**config.mk**
```make
export PLATFORM = sky130hd
export DESIGN_NAME = input_conditioner
export DESIGN_NICKNAME = d
export VERILOG_FILES = /design/src/rtl/io_pkg.sv /design/src/rtl/button_debouncer.sv /design/src/rtl/input_conditioner.sv
export SDC_FILE = /design/constraint.sdc
export NUM_CORES = 1
export LEC_CHECK = 0
export ABC_AREA = 1
export CAP_MARGIN = 20
export CORE_MARGIN = 10
export CORE_UTILIZATION = 47
export CTS_BUF_LIST = sky130_fd_sc_hd__clkbuf_4 sky130_fd_sc_hd__clkbuf_8
export DETAILED_ROUTE_END_ITERATION = 10
export HOLD_SLACK_MARGIN = 0.15
export PLACE_DENSITY = 0.79
export SETUP_SLACK_MARGIN = 0.4
export SYNTH_ARGS = -nofsm -noshare
export SYNTH_HDL_FRONTEND = slang
export SYNTH_SLANG_ARGS = --single-unit
```
**constraint.sdc**
```tcl
create_clock -name clk -period 5.64 [get_ports clk]
set_input_delay 1.128 -clock clk [delete_from_list [all_inputs] [get_ports clk]]
set_output_delay 1.128 -clock clk [all_outputs]
set_load 0.01 [all_outputs]
```
**src/rtl/io_pkg.sv**
```systemverilog
// io_pkg
// Shared constants for the board I/O conditioning front end.
//   SW_WIDTH_DEF        : width of the raw switch bank
//   DEBOUNCE_CYCLES_DEF : button settle time in clk cycles (1 ms at 100 MHz)
//   DEBOUNCE_CYCLES_SIM : short settle time used for simulation builds
package io_pkg;

  localparam int SW_WIDTH_DEF        = 16;
  localparam int DEBOUNCE_CYCLES_DEF = 100_000;
  localparam int DEBOUNCE_CYCLES_SIM = 8;

endpackage : io_pkg

```
**src/rtl/button_debouncer.sv**
```systemverilog
// button_debouncer
// Synchronizes one raw, asynchronous, active-high button into the clk domain,
// debounces it and emits a single-cycle pulse on each accepted press.
//
// Parameters:
//   DEBOUNCE_CYCLES : consecutive stable synchronized samples needed to accept
//                     a level change (must be >= 2)
// Ports:
//   clk     in  : system clock, rising edge
//   reset   in  : asynchronous, active-high; clears every flop
//   btn_i   in  : raw button input, asynchronous to clk
//   level_o out : debounced button level (registered)
//   pulse_o out : one-cycle pulse on the edge where level_o goes 0->1
module button_debouncer
  import io_pkg::*;
#(
  parameter int DEBOUNCE_CYCLES = DEBOUNCE_CYCLES_DEF
) (
  input  logic clk,
  input  logic reset,
  input  logic btn_i,
  output logic level_o,
  output logic pulse_o
);

  localparam int CW = $clog2(DEBOUNCE_CYCLES);
  localparam logic [CW-1:0] CNT_MAX = CW'(DEBOUNCE_CYCLES - 1);

  // Two-flop synchronizer; sync_q2 is the only copy the debouncer looks at.
  logic sync_q1;
  logic sync_q2;

  // Debouncer state.
  logic          stable_q;
  logic [CW-1:0] count_q;
  logic          pulse_q;

  logic          stable_d;
  logic [CW-1:0] count_d;
  logic          pulse_d;

  always_ff @(posedge clk or posedge reset) begin
    if (reset) begin
      sync_q1 <= 1'b0;
      sync_q2 <= 1'b0;
    end else begin
      sync_q1 <= btn_i;
      sync_q2 <= sync_q1;
    end
  end

  // A disagreement between the synchronized sample and the accepted level
  // must persist for DEBOUNCE_CYCLES consecutive samples. Any sample that
  // agrees with stable_q (a bounce back) throws the partial count away.
  always_comb begin
    stable_d = stable_q;
    count_d  = '0;
    pulse_d  = 1'b0;
    if (sync_q2 != stable_q) begin
      if (count_q == CNT_MAX) begin
        stable_d = sync_q2;
        count_d  = '0;
        // Only the press direction produces an event.
        pulse_d  = sync_q2;
      end else begin
        count_d = count_q + CW'(1);
      end
    end
  end

  always_ff @(posedge clk or posedge reset) begin
    if (reset) begin
      stable_q <= 1'b0;
      count_q  <= '0;
      pulse_q  <= 1'b0;
    end else begin
      stable_q <= stable_d;
      count_q  <= count_d;
      pulse_q  <= pulse_d;
    end
  end

  assign level_o = stable_q;
  assign pulse_o = pulse_q;

endmodule : button_debouncer

```
**src/rtl/input_conditioner.sv**
```systemverilog
// input_conditioner
// Front end between the board pins and processor_top. Buttons are
// synchronized, debounced and turned into single-cycle press pulses; the
// switch bank is only synchronized (no debounce, no glitch filtering).
// Every output comes straight from a flop.
//
// Parameters:
//   DEBOUNCE_CYCLES : button settle time in clk cycles (>= 2)
//   SW_WIDTH        : switch bus width
// Ports:
//   clk              in  : system clock, rising edge
//   reset            in  : asynchronous, active-high
//   run_i            in  : raw Run button
//   continue_i       in  : raw Continue button
//   sw_i             in  : raw switch bank [SW_WIDTH]
//   run_level_o      out : debounced Run level
//   run_pulse_o      out : one-cycle pulse per accepted Run press
//   continue_level_o out : debounced Continue level
//   continue_pulse_o out : one-cycle pulse per accepted Continue press
//   sw_o             out : synchronized switches [SW_WIDTH]
module input_conditioner
  import io_pkg::*;
#(
  parameter int DEBOUNCE_CYCLES = DEBOUNCE_CYCLES_DEF,
  parameter int SW_WIDTH        = SW_WIDTH_DEF
) (
  input  logic                clk,
  input  logic                reset,
  input  logic                run_i,
  input  logic                continue_i,
  input  logic [SW_WIDTH-1:0] sw_i,
  output logic                run_level_o,
  output logic                run_pulse_o,
  output logic                continue_level_o,
  output logic                continue_pulse_o,
  output logic [SW_WIDTH-1:0] sw_o
);

  // Per-bit two-flop synchronizer. Bits are not coherent with each other
  // while a switch is moving; software reads a settled bank.
  logic [SW_WIDTH-1:0] sw_sync_q1;
  logic [SW_WIDTH-1:0] sw_sync_q2;

  always_ff @(posedge clk or posedge reset) begin
    if (reset) begin
      sw_sync_q1 <= '0;
      sw_sync_q2 <= '0;
    end else begin
      sw_sync_q1 <= sw_i;
      sw_sync_q2 <= sw_sync_q1;
    end
  end

  assign sw_o = sw_sync_q2;

  // The two buttons share nothing but clock and reset.
  button_debouncer #(
    .DEBOUNCE_CYCLES (DEBOUNCE_CYCLES)
  ) u_run_db (
    .clk     (clk),
    .reset   (reset),
    .btn_i   (run_i),
    .level_o (run_level_o),
    .pulse_o (run_pulse_o)
  );

  button_debouncer #(
    .DEBOUNCE_CYCLES (DEBOUNCE_CYCLES)
  ) u_continue_db (
    .clk     (clk),
    .reset   (reset),
    .btn_i   (continue_i),
    .level_o (continue_level_o),
    .pulse_o (continue_pulse_o)
  );

endmodule : input_conditioner

```
==> reports/qor.csv <==
metric,value,unit
multi_input_area,1001,µm²
yosys_register_bits,74,
cts_tree,yes,
wire_per_inst,13.10,µm
regArea,1852,µm²
cp_slowest_cell,clkdlybuf4s50_1,
vdd_drop_max,184.1,µV
yosysMostFrequentCell,nand2_1,
cp.required,4510,ps
antenna_found_initial,0,
critPathLaunchType,register,
outcome,"complete, no violations",
fill_cells,482,
finalHoldViolations,0,
fin_util,60.94,%
die_w,99.33,µm
rr_worst_depth,6,
grt_overflow,0,
leakagePower,1.561,nW
synth_flop_cell,dfrtp_1,
hp-class,register to register,
htree_levels,3,
final_nets,392,
grt_pass1_vias,2227,
gp_congestion,0.8540,
power,1.059,mW
port_buffers,39,
finalCritPeriodShare,43.49,%
fin_cells,450,
drive_above_1_share,8.267,%
avgSynthCellArea,9.272,µm²
path_delay_family,buffers and inverters,
worstPathArrival,1320,ps
synth.largest_area_cell,dfrtp_1,
vias,2209,
num_antenna_cells,0,
crit_fanout,4,
drtPass1Iterations,4,
rsz0062_at_grt,no,
cellPowerDensity,288.3,nW/µm²
worstMarginPinSlew,704.0,ps
vias_per_cell,4.909,
grt_use_total,12.74,%
synth_area_leaders,"dfrtp_1 63%, nand2_1 9.6%, nor2_1 9.5%",
ys_warn_count,0,
setup_violations,0,
die_y,99.33,µm
die_area,9866,µm²
power.share.clock,42.9,%
synth_area,2958,µm²
worstHoldStart,sw_sync_q1[6]$_DFF_PP0_,
wl,5897,µm
r2r_start,u_run_db.count_q[0]$_DFF_PP0_,
floorplan.initialDensity,49.09,%
holdPathStages,0,
clock-root-buffer,clkbuf_8,
synth.yosys.seq_area_share,62.61,%
clock_latency,350,ps
fin_crit,2453,ps
setup-tns-final,0,ps
worstSetupPathType,register to output port,
synth_top_cells_by_count,"76 x nand2_1, 75 x nor2_1, 74 x dfrtp_1",
p_comb_share,4.8,%
cts.hold.buffers_added,0,
crit_start,u_continue_db.level_o$_DFFE_PP0P_,
synth_nets,341,
fp-row-count,28,
holdPathEnd,sw_o[6]$_DFF_PP0_,
area_growth,24.15,%
synthesis.instances,319,
max_slew_margin,53.00,%
path_cells,clkdlybuf4s50_1,
hpwl,4143,µm
synth-edff-count,0,
post_cts_buffers,0,
fmaxAchievable,0.4077,GHz
placed_cells,434,
ioPinCount,40,
design.core.area,6026,µm²
ys_async_sr_fraction,100.0,%
r2r_end,u_run_db.count_q[15]$_DFF_PP0_,
finClkSkew,8.733,ps
drt_iter0_drc,68,
grt_first_pass_wirelength,10230,µm
slew_violations,0,
synth.distinct_cells,19,
maxCapViolations,0,
grt_max_degree,40,
crit_buf_inv,1,
drc,0,
cts_buffers,9,
switching_power,0.2343,mW
slowest_delay,580,ps
cts_resized,0,
clockBufferDepth,2,
clkSinkCount,74,
swShare,22.13,%
end_kind,output port,
yosysTopAreaCellShare,62.61,%
pwr-share-seq,52.3,%
ant_nets,0,
path_clk_slew,80,ps
power.internal,0.8245,mW
regToRegSetupSlack,4110,ps
-- cell usage in the layout, fill, tap and decap left out, types with 5 or more instances in the layout --
master and instances:
nand3_1 15, inv_1 26, xor2_1 10, nor2_2 5
dfrtp_1 74, o21ai_1 6, clkdlybuf4s50_1 39, nand2_1 76
nand2_2 6, clkbuf_8 9, nand4_1 5, nor2_1 75
-- metal layers --
metal | vias up | part of all wire (%) | GRT usage, %
met5 | - | 0 | 0
met4 | 0 | 1.5 | 4.079
met3 | 13 | 5.6 | 5.260
met2 | 67 | 52 | 21.94
met1 | 1041 | 41 | 13.91
li1 | 1088 | - | -
-- sequential cells by signal, summed over array words and instances, names as in the netlist, 16 cells and up --
signal,count
u_continue_db.count_q,17
u_run_db.count_q,17
sw_o,16
sw_sync_q1,16
-- power by group through the flow --
stage	Clock [mW]	Combinational (mW)	Sequential [mW]
detailed placement	0	0.0517	0.564
global placement	0	0.0508	0.563
global route	0.489	0.0567	0.555
finish	0.454	0.0506	0.554
floorplan	0	0.0170	0.566
CTS	0.464	0.0522	0.554
-- worst max-delay path by stage --
stage,slack (ps),cells past startpoint,end
2_1_floorplan,2630,1,sw_o[0]$_DFF_PP0_
3_3_place_gp,3060,3,u_continue_db.count_q[14]$_DFF_PP0_
3_5_place_dp,3040,3,u_continue_db.count_q[8]$_DFF_PP0_
4_1_cts,3160,1,continue_level_o
5_1_grt,3110,1,continue_level_o
6_report,3190,1,continue_level_o
-- per-stage QoR --
| step | hold WS, ps | instance area, µm² | setup slack, ps |
|---|---|---|---|
| floorplan | 331.2 | 2958 | 2630 |
| global placement | 331.3 | 3450 | 3062 |
| detailed placement | 334.7 | 3450 | 3040 |
| CTS | 352.5 | 3672 | 3155 |
| global route | 359.6 | 3672 | 3113 |
| finish | 350.5 | 3672 | 3187 |
-- cells by family (layout without fill, tap and decap cells) --
group                      count (synthesis)  in the layout  synth area share (%)
adders and majority gates                  2              2                0.8459
buffers and inverters                     28             84                 3.553
xor gates and xnor gates                  13             13                 3.849
DFF                                       74             74                 62.61
and+or+nand+nor                          190            190                 26.86
AOI/OAI and AO/OA                         12             12                 2.284
-- final cells by class --
type                       instances  share of cell area [%]
sequential                        74                   50.43
clock buffer                       9                   3.373
timing repair buffer              40                   10.83
inverter                          28                   2.862
multi-input combinational        217                   27.26
tap                               75                   2.555
clock inverter                     7                   2.692
No activity file was read; power rests on OpenSTA's default activity.
